[config.mk]
export PLATFORM = sky130hd
export DESIGN_NAME = awb_gain_apply_flat
export DESIGN_NICKNAME = d
export VERILOG_FILES = /design/src/rtl/awb_gain_apply_pkg.sv /design/src/rtl/awb_gain_apply_if.sv /design/src/rtl/awb_channel_mul.sv /design/src/rtl/awb_gain_apply.sv /design/src/flat_wrapper.sv
export SDC_FILE = /design/constraint.sdc
export NUM_CORES = 1
export LEC_CHECK = 0
export BUFFER_PORTS_ARGS = -buffer_cell sky130_fd_sc_hd__buf_2
export CAP_MARGIN = 20
export CORE_MARGIN = 4
export CORE_UTILIZATION = 55
export CTS_CLUSTER_DIAMETER = 100
export DETAILED_ROUTE_END_ITERATION = 16
export PLACE_DENSITY = 0.85
export SLEW_MARGIN = 20
export SYNTH_ARGS = -nofsm -noshare
export SYNTH_HDL_FRONTEND = slang
export SYNTH_SLANG_ARGS = --single-unit
[constraint.sdc]
create_clock -name clk_i -period 4.9 [get_ports clk_i]
set_input_delay 0.735 -clock clk_i [delete_from_list [all_inputs] [get_ports clk_i]]
set_output_delay 0.735 -clock clk_i [all_outputs]
set_load 0.02 [all_outputs]
[src/rtl/awb_gain_apply_pkg.sv]
// Shared widths, fixed-point constants and pixel type for the AWB gain stage.
package isp_awb_pkg;

    localparam int DATA_WIDTH   = 8;
    localparam int GAIN_WIDTH   = 12;
    localparam int CNT_WIDTH    = 16;
    localparam int GAIN_FRAC    = 10;
    localparam int NUM_CH       = 3;
    localparam int PROD_WIDTH   = DATA_WIDTH + GAIN_WIDTH;
    // Width of (prod + half) >> GAIN_FRAC; the carry bit is kept so the sum cannot wrap.
    localparam int SCALED_WIDTH = PROD_WIDTH - GAIN_FRAC + 1;
    localparam int ROUND_HALF   = 1 << (GAIN_FRAC - 1);

    localparam logic [GAIN_WIDTH-1:0] GAIN_UNITY = 12'h400;

    typedef struct packed {
        logic [DATA_WIDTH-1:0] r;
        logic [DATA_WIDTH-1:0] g;
        logic [DATA_WIDTH-1:0] b;
    } rgb_pix_t;

endpackage

[src/rtl/awb_gain_apply_if.sv]
// RGB pixel stream with frame markers and a valid/ready handshake.
interface awb_gain_apply_if;

    logic [3*isp_awb_pkg::DATA_WIDTH-1:0] data;
    logic                                 valid;
    logic                                 sof;
    logic                                 eof;
    logic                                 ready;

    modport master (output data, output valid, output sof, output eof, input ready);
    modport slave  (input data, input valid, input sof, input eof, output ready);

endinterface

[src/rtl/awb_channel_mul.sv]
// One colour channel: multiply by a Q2.10 gain, round to nearest, saturate to 8 bits.
// Two registered stages (product, then result) that only move when adv_i is high.
module awb_channel_mul
    import isp_awb_pkg::*;
(
    input  logic                  clk_i,
    input  logic                  rst_i,
    input  logic                  adv_i,
    input  logic [DATA_WIDTH-1:0] pix_i,
    input  logic [GAIN_WIDTH-1:0] gain_i,
    output logic [DATA_WIDTH-1:0] res_o,
    output logic                  clip_o
);

    logic [PROD_WIDTH-1:0]   prod_d, prod_q;
    logic [PROD_WIDTH:0]     rounded;
    logic [SCALED_WIDTH-1:0] scaled;
    logic [DATA_WIDTH-1:0]   res_d, res_q;
    logic                    clip_d, clip_q;

    // Full-precision product; a zero gain naturally yields zero.
    always_comb begin
        prod_d = PROD_WIDTH'(pix_i) * PROD_WIDTH'(gain_i);
    end

    // Round half-up, drop the fraction, clamp anything above the 8-bit range.
    always_comb begin
        rounded = {1'b0, prod_q} + (PROD_WIDTH + 1)'(ROUND_HALF);
        scaled  = SCALED_WIDTH'(rounded >> GAIN_FRAC);
        clip_d  = |scaled[SCALED_WIDTH-1:DATA_WIDTH];
        res_d   = clip_d ? '1 : scaled[DATA_WIDTH-1:0];
    end

    // Stall-aware product and result registers.
    always_ff @(posedge clk_i) begin
        if (rst_i) begin
            prod_q <= '0;
            res_q  <= '0;
            clip_q <= 1'b0;
        end else if (adv_i) begin
            prod_q <= prod_d;
            res_q  <= res_d;
            clip_q <= clip_d;
        end
    end

    assign res_o  = res_q;
    assign clip_o = clip_q;

endmodule

[src/rtl/awb_gain_apply.sv]
// White-balance gain application: double-buffered per-channel gains swapped at
// SOF, 3-stage stall-able multiply/round/saturate pipeline, per-frame clip count.
module awb_gain_apply
    import isp_awb_pkg::*;
(
    input  logic                  clk_i,
    input  logic                  rst_i,
    input  logic                  cfg_enable_i,
    input  logic [GAIN_WIDTH-1:0] awb_gain_r_i,
    input  logic [GAIN_WIDTH-1:0] awb_gain_g_i,
    input  logic [GAIN_WIDTH-1:0] awb_gain_b_i,
    input  logic                  awb_done_i,
    awb_gain_apply_if.slave       rgb_in,
    awb_gain_apply_if.master      rgb_out,
    output logic [GAIN_WIDTH-1:0] gain_active_r_o,
    output logic [GAIN_WIDTH-1:0] gain_active_g_o,
    output logic [GAIN_WIDTH-1:0] gain_active_b_o,
    output logic [CNT_WIDTH-1:0]  clip_count_o
);

    logic adv, sof_beat;
    logic pend_valid_q, enable_active_q;
    logic s1_valid_q, s1_sof_q, s1_eof_q;
    logic s2_valid_q, s2_sof_q, s2_eof_q;
    logic out_valid_q, out_sof_q, out_eof_q;
    logic out_beat, clip_any;
    logic [CNT_WIDTH-1:0] clip_base, clip_run_d, clip_run_q, clip_count_q;

    rgb_pix_t pix_in, pix_out;
    logic [DATA_WIDTH-1:0] pix_ch[NUM_CH];
    logic [DATA_WIDTH-1:0] res_ch[NUM_CH];
    logic [GAIN_WIDTH-1:0] awb_gain[NUM_CH];
    logic [GAIN_WIDTH-1:0] act_gain[NUM_CH];
    logic [NUM_CH-1:0]     clip_ch;

    // Every stage moves together; the output register is the only place a stall originates.
    assign adv          = !out_valid_q || rgb_out.ready;
    assign rgb_in.ready = adv;
    assign sof_beat     = rgb_in.valid && rgb_in.sof && adv;

    assign pix_in      = rgb_pix_t'(rgb_in.data);
    assign pix_ch[0]   = pix_in.r;
    assign pix_ch[1]   = pix_in.g;
    assign pix_ch[2]   = pix_in.b;
    assign awb_gain[0] = awb_gain_r_i;
    assign awb_gain[1] = awb_gain_g_i;
    assign awb_gain[2] = awb_gain_b_i;

    // Pending flag and latched enable: SOF consumes the pending set, otherwise awb_done fills it.
    always_ff @(posedge clk_i) begin
        if (rst_i) begin
            pend_valid_q    <= 1'b0;
            enable_active_q <= 1'b0;
        end else if (sof_beat) begin
            pend_valid_q    <= 1'b0;
            enable_active_q <= cfg_enable_i;
        end else if (awb_done_i) begin
            pend_valid_q    <= 1'b1;
        end
    end

    genvar gi;
    generate
        for (gi = 0; gi < NUM_CH; gi++) begin : g_ch
            logic [GAIN_WIDTH-1:0] pend_q, act_q, frame_gain, s1_gain_d, s1_gain_q;
            logic [DATA_WIDTH-1:0] s1_pix_q;

            // Gain for this beat: a SOF beat already sees the gains it is about to install.
            always_comb begin
                frame_gain = act_q;
                if (awb_done_i) begin
                    frame_gain = awb_gain[gi];
                end else if (pend_valid_q) begin
                    frame_gain = pend_q;
                end
                s1_gain_d = enable_active_q ? act_q : GAIN_UNITY;
                if (sof_beat) begin
                    s1_gain_d = cfg_enable_i ? frame_gain : GAIN_UNITY;
                end
            end

            // Double buffer: capture on awb_done, promote to active on the SOF beat.
            always_ff @(posedge clk_i) begin
                if (rst_i) begin
                    pend_q <= GAIN_UNITY;
                    act_q  <= GAIN_UNITY;
                end else if (sof_beat) begin
                    act_q  <= frame_gain;
                end else if (awb_done_i) begin
                    pend_q <= awb_gain[gi];
                end
            end

            // S1: register the pixel channel together with its effective gain.
            always_ff @(posedge clk_i) begin
                if (rst_i) begin
                    s1_pix_q  <= '0;
                    s1_gain_q <= '0;
                end else if (adv) begin
                    s1_pix_q  <= pix_ch[gi];
                    s1_gain_q <= s1_gain_d;
                end
            end

            awb_channel_mul u_mul (
                .clk_i  (clk_i),
                .rst_i  (rst_i),
                .adv_i  (adv),
                .pix_i  (s1_pix_q),
                .gain_i (s1_gain_q),
                .res_o  (res_ch[gi]),
                .clip_o (clip_ch[gi])
            );

            assign act_gain[gi] = act_q;
        end
    endgenerate

    // Valid and frame markers ride alongside the data through all three stages.
    always_ff @(posedge clk_i) begin
        if (rst_i) begin
            s1_valid_q  <= 1'b0;
            s1_sof_q    <= 1'b0;
            s1_eof_q    <= 1'b0;
            s2_valid_q  <= 1'b0;
            s2_sof_q    <= 1'b0;
            s2_eof_q    <= 1'b0;
            out_valid_q <= 1'b0;
            out_sof_q   <= 1'b0;
            out_eof_q   <= 1'b0;
        end else if (adv) begin
            s1_valid_q  <= rgb_in.valid;
            s1_sof_q    <= rgb_in.valid && rgb_in.sof;
            s1_eof_q    <= rgb_in.valid && rgb_in.eof;
            s2_valid_q  <= s1_valid_q;
            s2_sof_q    <= s1_sof_q;
            s2_eof_q    <= s1_eof_q;
            out_valid_q <= s2_valid_q;
            out_sof_q   <= s2_sof_q;
            out_eof_q   <= s2_eof_q;
        end
    end

    assign out_beat = out_valid_q && rgb_out.ready;
    assign clip_any = |clip_ch;

    // Running clip count: restarts on the SOF beat (which itself counts), saturates at all-ones.
    always_comb begin
        clip_base  = out_sof_q ? '0 : clip_run_q;
        clip_run_d = clip_run_q;
        if (out_beat) begin
            clip_run_d = (clip_any && (clip_base != '1)) ? clip_base + 1'b1 : clip_base;
        end
    end

    // Publish the completed frame's count on its EOF beat.
    always_ff @(posedge clk_i) begin
        if (rst_i) begin
            clip_run_q   <= '0;
            clip_count_q <= '0;
        end else begin
            clip_run_q <= clip_run_d;
            if (out_beat && out_eof_q) begin
                clip_count_q <= clip_run_d;
            end
        end
    end

    assign pix_out.r     = res_ch[0];
    assign pix_out.g     = res_ch[1];
    assign pix_out.b     = res_ch[2];
    assign rgb_out.data  = pix_out;
    assign rgb_out.valid = out_valid_q;
    assign rgb_out.sof   = out_sof_q;
    assign rgb_out.eof   = out_eof_q;

    assign gain_active_r_o = act_gain[0];
    assign gain_active_g_o = act_gain[1];
    assign gain_active_b_o = act_gain[2];
    assign clip_count_o    = clip_count_q;

endmodule
[src/flat_wrapper.sv]
// flat-port wrapper written by rule: the top's interface ports become plain ports
module awb_gain_apply_flat import isp_awb_pkg::*;
  (clk_i, rst_i, cfg_enable_i, awb_gain_r_i, awb_gain_g_i, awb_gain_b_i, awb_done_i, gain_active_r_o, gain_active_g_o, gain_active_b_o, clip_count_o, rgb_in_data, rgb_in_valid, rgb_in_sof, rgb_in_eof, rgb_in_ready, rgb_out_data, rgb_out_valid, rgb_out_sof, rgb_out_eof, rgb_out_ready);
  awb_gain_apply_if rgb_in_i ();
  awb_gain_apply_if rgb_out_i ();
  input  logic clk_i;
  input  logic rst_i;
  input  logic cfg_enable_i;
  input  logic [GAIN_WIDTH-1:0] awb_gain_r_i;
  input  logic [GAIN_WIDTH-1:0] awb_gain_g_i;
  input  logic [GAIN_WIDTH-1:0] awb_gain_b_i;
  input  logic awb_done_i;
  output logic [GAIN_WIDTH-1:0] gain_active_r_o;
  output logic [GAIN_WIDTH-1:0] gain_active_g_o;
  output logic [GAIN_WIDTH-1:0] gain_active_b_o;
  output logic [CNT_WIDTH-1:0] clip_count_o;
  input wire logic [$bits(rgb_in_i.data)-1:0] rgb_in_data;
  input wire logic [$bits(rgb_in_i.valid)-1:0] rgb_in_valid;
  input wire logic [$bits(rgb_in_i.sof)-1:0] rgb_in_sof;
  input wire logic [$bits(rgb_in_i.eof)-1:0] rgb_in_eof;
  output wire logic [$bits(rgb_in_i.ready)-1:0] rgb_in_ready;
  output wire logic [$bits(rgb_out_i.data)-1:0] rgb_out_data;
  output wire logic [$bits(rgb_out_i.valid)-1:0] rgb_out_valid;
  output wire logic [$bits(rgb_out_i.sof)-1:0] rgb_out_sof;
  output wire logic [$bits(rgb_out_i.eof)-1:0] rgb_out_eof;
  input wire logic [$bits(rgb_out_i.ready)-1:0] rgb_out_ready;
  assign rgb_in_i.data = rgb_in_data;
  assign rgb_in_i.valid = rgb_in_valid;
  assign rgb_in_i.sof = rgb_in_sof;
  assign rgb_in_i.eof = rgb_in_eof;
  assign rgb_in_ready = rgb_in_i.ready;
  assign rgb_out_data = rgb_out_i.data;
  assign rgb_out_valid = rgb_out_i.valid;
  assign rgb_out_sof = rgb_out_i.sof;
  assign rgb_out_eof = rgb_out_i.eof;
  assign rgb_out_i.ready = rgb_out_ready;
  awb_gain_apply u_core (.clk_i(clk_i), .rst_i(rst_i), .cfg_enable_i(cfg_enable_i), .awb_gain_r_i(awb_gain_r_i), .awb_gain_g_i(awb_gain_g_i), .awb_gain_b_i(awb_gain_b_i), .awb_done_i(awb_done_i), .rgb_in(rgb_in_i), .rgb_out(rgb_out_i), .gain_active_r_o(gain_active_r_o), .gain_active_g_o(gain_active_g_o), .gain_active_b_o(gain_active_b_o), .clip_count_o(clip_count_o));
endmodule
Yosys cells after proc, flatten, opt, wreduce, memory -nomap -nowiden
Index checks and enable logic that the tools add are counted.
{"block": "totals", "reg_bits": 262, "inputBits": 68, "output_inout_bits": 80, "word_cells": 78}
{"block": "classes", "addsub": 4, "mul": 3, "n_eq_ne": 1, "muxes": 21, "bitwise_logic": 1, "reduce_logical": 14}
{"op": "2-to-1 mux 12 bit", "count": 15}
{"op": "adder 20 x 10 -> 21 bit, second input constant", "count": 3}
{"op": "multiplier 8 x 12 -> 20 bit", "count": 3}
{"op": "2-to-1 mux 16 bit", "count": 3}
{"op": "2-to-1 mux 8 bit", "count": 3}
{"op": "adder 16 x 1 -> 16 bit, second input constant", "count": 1}
{"op": "inequality test 16 bit, second input constant", "count": 1}
{"op": "OR reduction 3 bit", "count": 4}
{"op": "logical AND 1 bit", "count": 6}
{"op": "AND reduction 2 bit", "count": 1}
{"op": "OR reduction 2 bit", "count": 1}
{"op": "zero test 1 bit", "count": 1}
{"op": "logical OR 1 bit", "count": 1}
{"op": "NOT 1 bit", "count": 1}

Depth between registers and ports, before layout
Gate-level depths: netlist of run 1.
{"block": "depth", "word_depth": 5, "depth_mapped": 18, "depth_no_buf": 17}

Cells and area by module
Synthesis of run 1 repeated with hierarchy kept, for this count alone.
{"block": "unflattened", "cells_unflattened": 2364, "area_unflattened_um2": 19628.8}
{"module": "awb_gain_apply", "n_inst": 1, "cells_per_inst": 1056, "area_per_inst_um2": 8160.3, "seq_area_each_um2": 3503.4}
{"module": "awb_channel_mul at u_core.g_ch[0].u_mul", "n_inst": 1, "cells_per_inst": 447, "area_per_inst_um2": 3868.7, "seq_area_each_um2": 400.4}
{"module": "awb_channel_mul at u_core.g_ch[2].u_mul", "n_inst": 1, "cells_per_inst": 435, "area_per_inst_um2": 3831.2, "seq_area_each_um2": 400.4}
{"module": "awb_channel_mul at u_core.g_ch[1].u_mul", "n_inst": 1, "cells_per_inst": 426, "area_per_inst_um2": 3768.6, "seq_area_each_um2": 400.4}

Worst setup path before layout of run 1
OpenSTA, ideal clock, no wires.
{"block": "synth_path", "kind": "register to register", "startpoint": "register u_core.g_ch[2].s1_pix_q[2]", "endpoint": "register u_core.g_ch[2].u_mul.prod_q[17]", "setup_time_ps": 127, "arrival_ps": 4311, "required_ps": 4773, "slack_ps": 462, "stages_incl_launch_ff": 18, "path_buffers": 1, "period_less_slack_ps": 4438, "cell_sequence": "dfxtp_1 clkbuf_1 nand2_1 fa_1 fa_1 inv_1 fa_1 inv_1 fa_1 inv_1 ha_1 nor2_1 nor2_1 a22oi_2 o31ai_4 a21oi_2 nor4_1 or3_1"}
{"block": "synth_between", "elab_chain_cells": 1}
{"item": "from (decl)", "line_no": "awb_gain_apply.sv:66", "rtl": "logic [DATA_WIDTH-1:0] s1_pix_q;"}
{"item": "from (signal assigned)", "line_no": "awb_gain_apply.sv:100", "rtl": "s1_pix_q <= pix_ch[gi];"}
{"item": "multiplier 8 x 12 -> 20 bit", "line_no": "awb_channel_mul.sv:23", "rtl": "prod_d = PROD_WIDTH'(pix_i) * PROD_WIDTH'(gain_i);"}
{"item": "to (signal assigned)", "line_no": "awb_channel_mul.sv:41", "rtl": "prod_q <= prod_d;"}
{"item": "to (decl)", "line_no": "awb_channel_mul.sv:15", "rtl": "logic [PROD_WIDTH-1:0] prod_d, prod_q;"}
Every way passes these cells.
A chain may end at the register's enable or synchronous reset.

Worst setup path in the final report of run 1
{"block": "layout_path", "startpoint": "register u_core.g_ch[2].s1_gain_q[5]", "endpoint": "register u_core.g_ch[2].u_mul.prod_q[17]"}
{"block": "layout_between", "elab_chain_cells": 1}
{"item": "from (decl)", "line_no": "awb_gain_apply.sv:65", "rtl": "logic [GAIN_WIDTH-1:0] pend_q, act_q, frame_gain, s1_gain_d, s1_gain_q;"}
{"item": "from (signal assigned)", "line_no": "awb_gain_apply.sv:101", "rtl": "s1_gain_q <= s1_gain_d;"}
{"item": "multiplier 8 x 12 -> 20 bit", "line_no": "awb_channel_mul.sv:23"}
Every way passes these cells.

==> results of run 1 <==
-- cell type report --
| class | instances | share of cell area, % |
|---|---|---|
| well taps | 455 | 2.69 |
| multi-input cells | 1722 | 61.7 |
| clock inverters | 16 | 1.09 |
| flip-flops and latches | 235 | 22.2 |
| repair buffers | 169 | 4.41 |
| inverters | 229 | 4.07 |
| diodes | 2 | 0.0236 |
| clock buffers | 36 | 3.78 |
-- cell usage in the layout (no fill, tap or decap), types with 29 or more instances in the layout --
| cell | instances |
|---|---|
| clkbuf_16 | 29 |
| o21ai_0 | 56 |
| mux2i_1 | 30 |
| a21oi_1 | 145 |
| fa_1 | 177 |
| nand3_1 | 33 |
| a211oi_1 | 43 |
| and2_1 | 223 |
| xor2_1 | 30 |
| xnor2_1 | 31 |
| nor3_1 | 43 |
| dfxtp_1 | 229 |
| buf_2 | 145 |
| ha_1 | 115 |
| nor2_1 | 228 |
| inv_1 | 228 |
| nand2_1 | 317 |
-- synthesized netlist by cell type (all sizes together), types with 9 or more instances --
library cell  instances  area, um2
and3                 17        106
inv                 229        860
a311oi                9       78.8
o21ai                62        322
clkbuf              107        402
nor4                  9       71.3
a21oi               148        752
a211oi               43        323
xnor2                31        272
a221oi               27        243
buf                  26        120
nor3                 46        245
ha                  115       1440
nand2               318       1200
mux2i                30        300
nor2                229        860
fa                  177       3540
and2                228       1430
a21o                 10       75.1
dfxtp               235       4700
nand3                35        180
xor2                 30        263
o221ai               27        236
nand2b               21        134
-- power by group through the flow --
stage	clock network [mW]	logic, mW	registers, mW
after floorplan	0	0.462	2.13
after global placement	0	0.620	2.17
after detailed placement	0	0.643	2.17
after CTS	2.34	0.649	2.13
after global routing	2.42	0.741	2.14
final	2.31	0.661	2.13
-- per-layer routing --
metal | vias up | routed length [um] | part of all wire (%)
met3 | 120 | 3460 | 7.0
met1 | 7987 | 20400 | 41
met2 | 601 | 23500 | 48
met4 | 2 | 1820 | 3.7
li1 | 7748 | - | -
met5 | - | 7 | 0.014
-- critical path, cell delays in order (launching register included) --
cell and delay [ns]:
dfxtp_1 0.52, nand2_1 0.14, fa_1 0.54, fa_1 0.55, inv_1 0.05, fa_1 0.48, inv_1 0.05, fa_1 0.48
inv_1 0.05, ha_1 0.29, nand3_1 0.08, a21oi_1 0.20, nand2_2 0.11, o31ai_4 0.33, a21oi_2 0.15, and4_1 0.21
or3_1 0.33
-- how the worst max path moves through the flow --
stage                                     start                              end  slack, ns  cells past startpoint
CTS                  u_core.g_ch[1].s1_pix_q[2]  u_core.g_ch[1].u_mul.prod_q[19]       0.20                     16
finish              u_core.g_ch[2].s1_gain_q[5]  u_core.g_ch[2].u_mul.prod_q[17]       0.21                     16
global placement     u_core.g_ch[2].s1_pix_q[2]  u_core.g_ch[2].u_mul.prod_q[17]       0.26                     16
detailed placement   u_core.g_ch[2].s1_pix_q[2]  u_core.g_ch[2].u_mul.prod_q[19]       0.21                     16
global route        u_core.g_ch[2].s1_gain_q[5]  u_core.g_ch[2].u_mul.prod_q[17]      0.006                     16
floorplan            u_core.g_ch[2].s1_pix_q[2]  u_core.g_ch[2].u_mul.prod_q[17]       0.46                     17
-- registers in the layout (all words and copies together), names as in the netlist, 3 cells and up --
| register | flops |
|---|---|
| u_core.clip_count_o | 16 |
| u_core.clip_run_q | 16 |
| u_core.g_ch.pend_q | 36 |
| u_core.g_ch.s1_gain_q | 36 |
| u_core.g_ch.s1_pix_q | 24 |
| u_core.g_ch.u_mul.clip_o | 3 |
| u_core.g_ch.u_mul.prod_q | 33 |
| u_core.g_ch.u_mul.res_o | 24 |
| u_core.gain_active_b_o | 12 |
| u_core.gain_active_g_o | 12 |
| u_core.gain_active_r_o | 12 |
-- metrics by stage --
stage / instances / hold WS (ns)
6_report: 2864 / 0.406
5_1_grt: 2864 / 0.410
4_1_cts: 2861 / 0.387
3_5_place_dp: 2809 / 0.443
3_3_place_gp: 2809 / 0.438
2_1_floorplan: 2319 / 0.425
-- kinds of logic after synthesis --
family / synth area share, %
compound gates: 13.2
flops: 24.6
xor+xnor: 2.79
fa+ha+maj: 26.0
simple gates: 24.1
mux: 2.04
buf+inv: 7.22
==> flow_metrics.tcl, run 1 <==
set metrics [dict create \
    grt_usage_pct 25.7 \
    setup_viol 0 \
    regArea_um2 4710 \
    die_width_um 195 \
    gr-total-overflow 0 \
    slew_viol_final 0 \
    drtPass1Iterations 7 \
    crit_arrival_ns 5.12 \
    drc 0 \
    cts.clk_slew.worst_paths_ns 0.07 \
    grt.met3_usage_pct 4.04 \
    syn2layout_area_growth_pct 10.8 \
    portBuffers 147 \
    die_h_um 195 \
    synthCells 2319 \
    start_util_pct 55.5 \
    ys.flop_type "dfxtp_1" \
    setup-tns-final_ns 0 \
    viasPerCell 5.75 \
    synth_cell_types 77 \
    setup.worst_path.class "register to register" \
    seq_power_share_pct 41.8 \
    synth_seq_cells 235 \
    post_cts_resized 0 \
    clock_power_share_pct 45.3 \
    total_power_mw 5.10 \
    gp_congestion 0.918 \
    antenna_found_initial 3 \
    crit_path_start_kind "register" \
    grt_use_met2_pct 42.9 \
    core_um2 34500 \
    worst_slew_pin_slew_ns 1.02 \
    multiInputGateArea_um2 13100 \
    cts_max_level 1 \
    synth_async_sr_flop_share_pct 0 \
    wl_mm 49.2 \
    grt-busiest-layer "met2" \
    wire_per_inst_um 17.2 \
    drtIter0Drc 1239 \
    worstSkewPairLatency_ns 0.57 \
    synth_seq_area_share_pct 24.6 \
    grt_max_degree 123 \
    place_area_um2 20100 \
    p_leak_nw 9.99 \
    min-delay-start "rgb_in_data[16]" \
    internal-power_mw 3.68 \
    cap_violations 0 \
    yosysWarnings 0 \
    ioPinCount 148 \
    fill_cells 2857 \
    clock_sinks 235 \
    utilization_pct 61.5 \
    rr_worst_depth 16 \
    pwr-share-comb_pct 13.0 \
    p_sw_mw 1.42 \
    worst_hold_path.endpoint "u_core.g_ch[0].s1_pix_q[0]" \
    synth_edf_count 0 \
    via_count 16458 \
    clockBufferDepth 3 \
    syn_area_per_cell_um2 8.25 \
    r2r_start "u_core.g_ch[2].s1_gain_q[5]" \
    synth_area_um2 19100 \
    die_area_um2 37800 \
    max-vdd-ir-drop_uv 231 \
    period_share_pct 95.7 \
    hold_buffers 0 \
    max_freq_ghz 0.213 \
    postCtsSetupBuffers 0 \
    power.density_nw_per_um2 241 \
    finalClockSkew_ns 0.0193 \
    root_buffer "clkbuf_16" \
    grt_pass1_wl_mm 82.6 \
    fin_ws_ns 0.212 \
    hpwl_mm 35.3 \
    hold_path_class "primary input to register" \
    required_ns 5.34 \
    fin_area_um2 21200 \
    rsz0062_at_grt "false" \
    post-place-ws_ns 0.209 \
    status "finished, final reports clean" \
    row_count 68 \
    cp_max_fo 9 \
    syn_nets 2679 \
    relSlewSlack_pct 31.4 \
    grt_pass1_vias 16781 \
    end_kind "register" \
    hold_depth 3 \
    timing.rr.end "u_core.g_ch[2].u_mul.prod_q[17]" \
    grtUsageMet1_pct 33.4 \
    num-nets-final 2745 \
    tritoncts "built" \
    hold_violations 0 \
    min_period_ns 4.69 \
    regToRegSetupSlack_ns 0.21 \
    drive_above_1_share_pct 11.7 \
    final_antenna_net_count 0 \
    cts_buffers 28 \
    sw_frac_of_total_pct 27.9 \
]
(Power assumes the default switching activity.)
==> run 2: changes to the inputs <==
--- a/config.mk
+++ b/config.mk
@@ -7,6 +7,7 @@
 export LEC_CHECK = 0
 export BUFFER_PORTS_ARGS = -buffer_cell sky130_fd_sc_hd__buf_2
 export CAP_MARGIN = 20
+export CORE_ASPECT_RATIO = 1.5
 export CORE_MARGIN = 4
 export CORE_UTILIZATION = 55
 export CTS_CLUSTER_DIAMETER = 100
==> run 2 against run 1 <==
Net effect: critical path depth unchanged; core utilization fell by 0.47 points; global-route usage decreased by 0.16 points; die area up 0.16%; design area fell by 1.3%; sequential share of layout area up 0.38 points; maximum frequency up 0.70%; hold slack better by 0.032 ns; setup slack better by 0.033 ns; routed wire length decreased by 1.3%; final cell count shrank 1.5%; combinational power fell by 2%; critical endpoint unchanged; largest cell class unchanged.
==> flow_metrics.tcl, run 2 (synthesis gave the netlist of run 1 again) <==
set metrics [dict create \
    setup-tns-final_ns 0 \
    cap_violations 0 \
    hold_buffers 0 \
    die_h_um 236 \
    fin_ws_ns 0.244 \
    timing.rr.end "u_core.g_ch[2].u_mul.prod_q[17]" \
    portBuffers 147 \
    die_width_um 160 \
    core_um2 34300 \
    min_period_ns 4.66 \
    place_area_um2 20000 \
    reg_top3 "u_core.g_ch.pend_q: 36 flops, u_core.g_ch.s1_gain_q: 36 flops, u_core.g_ch.u_mul.prod_q: 33 flops" \
    regToRegSetupSlack_ns 0.24 \
    clockBufferDepth 3 \
    via_count 16369 \
    hold_depth 3 \
    cp_max_fo 9 \
    total_power_mw 4.76 \
    tritoncts "built" \
    root_buffer "clkbuf_16" \
    grt_max_degree 106 \
    dp.cells 2776 \
    rsz0062_at_grt "false" \
    final_common_cell "nand2_1" \
    final_antenna_net_count 0 \
    wire_per_inst_um 17.2 \
    cts_max_level 1 \
    p_leak_nw 9.87 \
    hold_violations 0 \
    power.density_nw_per_um2 228 \
    slew_viol_final 0 \
    period_share_pct 95.0 \
    grt_pass1_vias 16787 \
    whs_ns 0.438 \
    crit_end "u_core.g_ch[2].u_mul.prod_q[17]" \
    viasPerCell 5.80 \
    post-place-ws_ns 0.167 \
    clock_sinks 235 \
    max-vdd-ir-drop_uv 278 \
    gp_congestion 0.956 \
    worst_slew_pin_slew_ns 1.02 \
    hold_path_class "primary input to register" \
    end_kind "register" \
    num-nets-final 2737 \
    setup_viol 0 \
    final_cell_mix "nand2_1 (317), nor2_1 (229), inv_1 (228)" \
    relSlewSlack_pct 31.9 \
    setup.worst_path.class "register to register" \
    wl_mm 48.5 \
    crit_arrival_ns 5.08 \
    required_ns 5.33 \
    antenna_found_initial 6 \
    crit_path_start_kind "register" \
    die_area_um2 37900 \
    cts_buffers 24 \
    drc 0 \
    grt_usage_pct 25.5 \
    drtPass1Iterations 6 \
    drtIter0Drc 1239 \
    regArea_um2 4730 \
    utilization_pct 61.0 \
    gr-total-overflow 0 \
    r2r_start "u_core.g_ch[2].s1_gain_q[5]" \
    worstSkewPairLatency_ns 0.54 \
    fin_area_um2 20900 \
    grt_pass1_wl_mm 81.4 \
    multiInputGateArea_um2 13100 \
    drive_above_1_share_pct 11.7 \
    max_freq_ghz 0.215 \
    cts.clk_slew.worst_paths_ns 0.07 \
    final_cells 2822 \
    finalClockSkew_ns 0.0207 \
    rr_worst_depth 16 \
    start_util_pct 55.8 \
    fill_cells 2848 \
    ioPinCount 148 \
    status "finished, final reports clean" \
    cp-startpoint "u_core.g_ch[2].s1_gain_q[5]" \
    row_count 83 \
    syn2layout_area_growth_pct 9.33 \
    hpwl_mm 35.6 \
]
==> run 2: changes by cell type in the layout (fill, tap and decap cells not counted), moves of 2 or more <==
| cell | change |
|---|---|
| dfxtp_2 | +14 |
| clkbuf_16 | -4 |
| buf_4 | -2 |
| dfxtp_1 | -14 |
| clkinv_2 | +2 |
| buf_12 | -2 |
| clkbuf_8 | -4 |
==> run 2: area by class of cell <==
class,count,area share (%)
Antenna cell,2,0.0239
Clock inverter,15,0.915
Multi-Input combinational cell,1722,62.5
Inverter,229,4.12
Clock buffer,29,3.11
Sequential cell,235,22.6
Timing Repair Buffer,165,4.21
Tap cell,425,2.54
==> run 2: power by group <==
| part | leakage (nW) | switching (mW) | total (mW) | internal [mW] |
|---|---|---|---|---|
| combinational | 7.53 | 0.402 | 0.651 | 0.249 |
| sequential | 1.93 | 0.133 | 2.13 | 2.00 |
| clock | 0.412 | 0.814 | 1.98 | 1.16 |
==> run 2: how the worst min path moves through the flow <==
stage	startpoint	slack [ns]	end
after floorplan	u_core.g_ch[0].u_mul.prod_q[18]	0.43	u_core.g_ch[0].u_mul.prod_q[18]
after global placement	u_core.g_ch[0].u_mul.prod_q[18]	0.44	u_core.g_ch[0].u_mul.prod_q[18]
after detailed placement	u_core.g_ch[0].u_mul.prod_q[18]	0.44	u_core.g_ch[0].u_mul.prod_q[18]
after CTS	awb_gain_b_i[1]	0.41	u_core.g_ch[2].pend_q[1]
after global routing	rgb_in_data[8]	0.44	u_core.g_ch[1].s1_pix_q[0]
final	rgb_in_data[14]	0.44	u_core.g_ch[1].s1_pix_q[6]
==> run 2: critical path, stage by stage (launching register included) <==
cell and delay [ns]:
dfxtp_1 0.48, nand2_1 0.14, fa_1 0.53, fa_1 0.55, inv_1 0.05, fa_1 0.47
inv_1 0.05, fa_1 0.47, inv_1 0.04, ha_1 0.29, nand3_1 0.10, a21oi_1 0.26
nand2_2 0.12, o31ai_4 0.30, a21oi_2 0.15, and4_1 0.22, or3_1 0.33
==> run 2: repair_timing <==
item                       4_1_cts  5_1_grt
hold endpoints to repair         0        0
buffers inserted                 0        0
gates resized for setup          0       20
setup endpoints to repair        0       10
==> run 2: layer usage <==
metal	part of all wire (%)	global-route usage (%)
met2	51	46.3
met4	4.4	11.5
met5	0.11	0
met3	5.9	3.58
met1	38	29.7
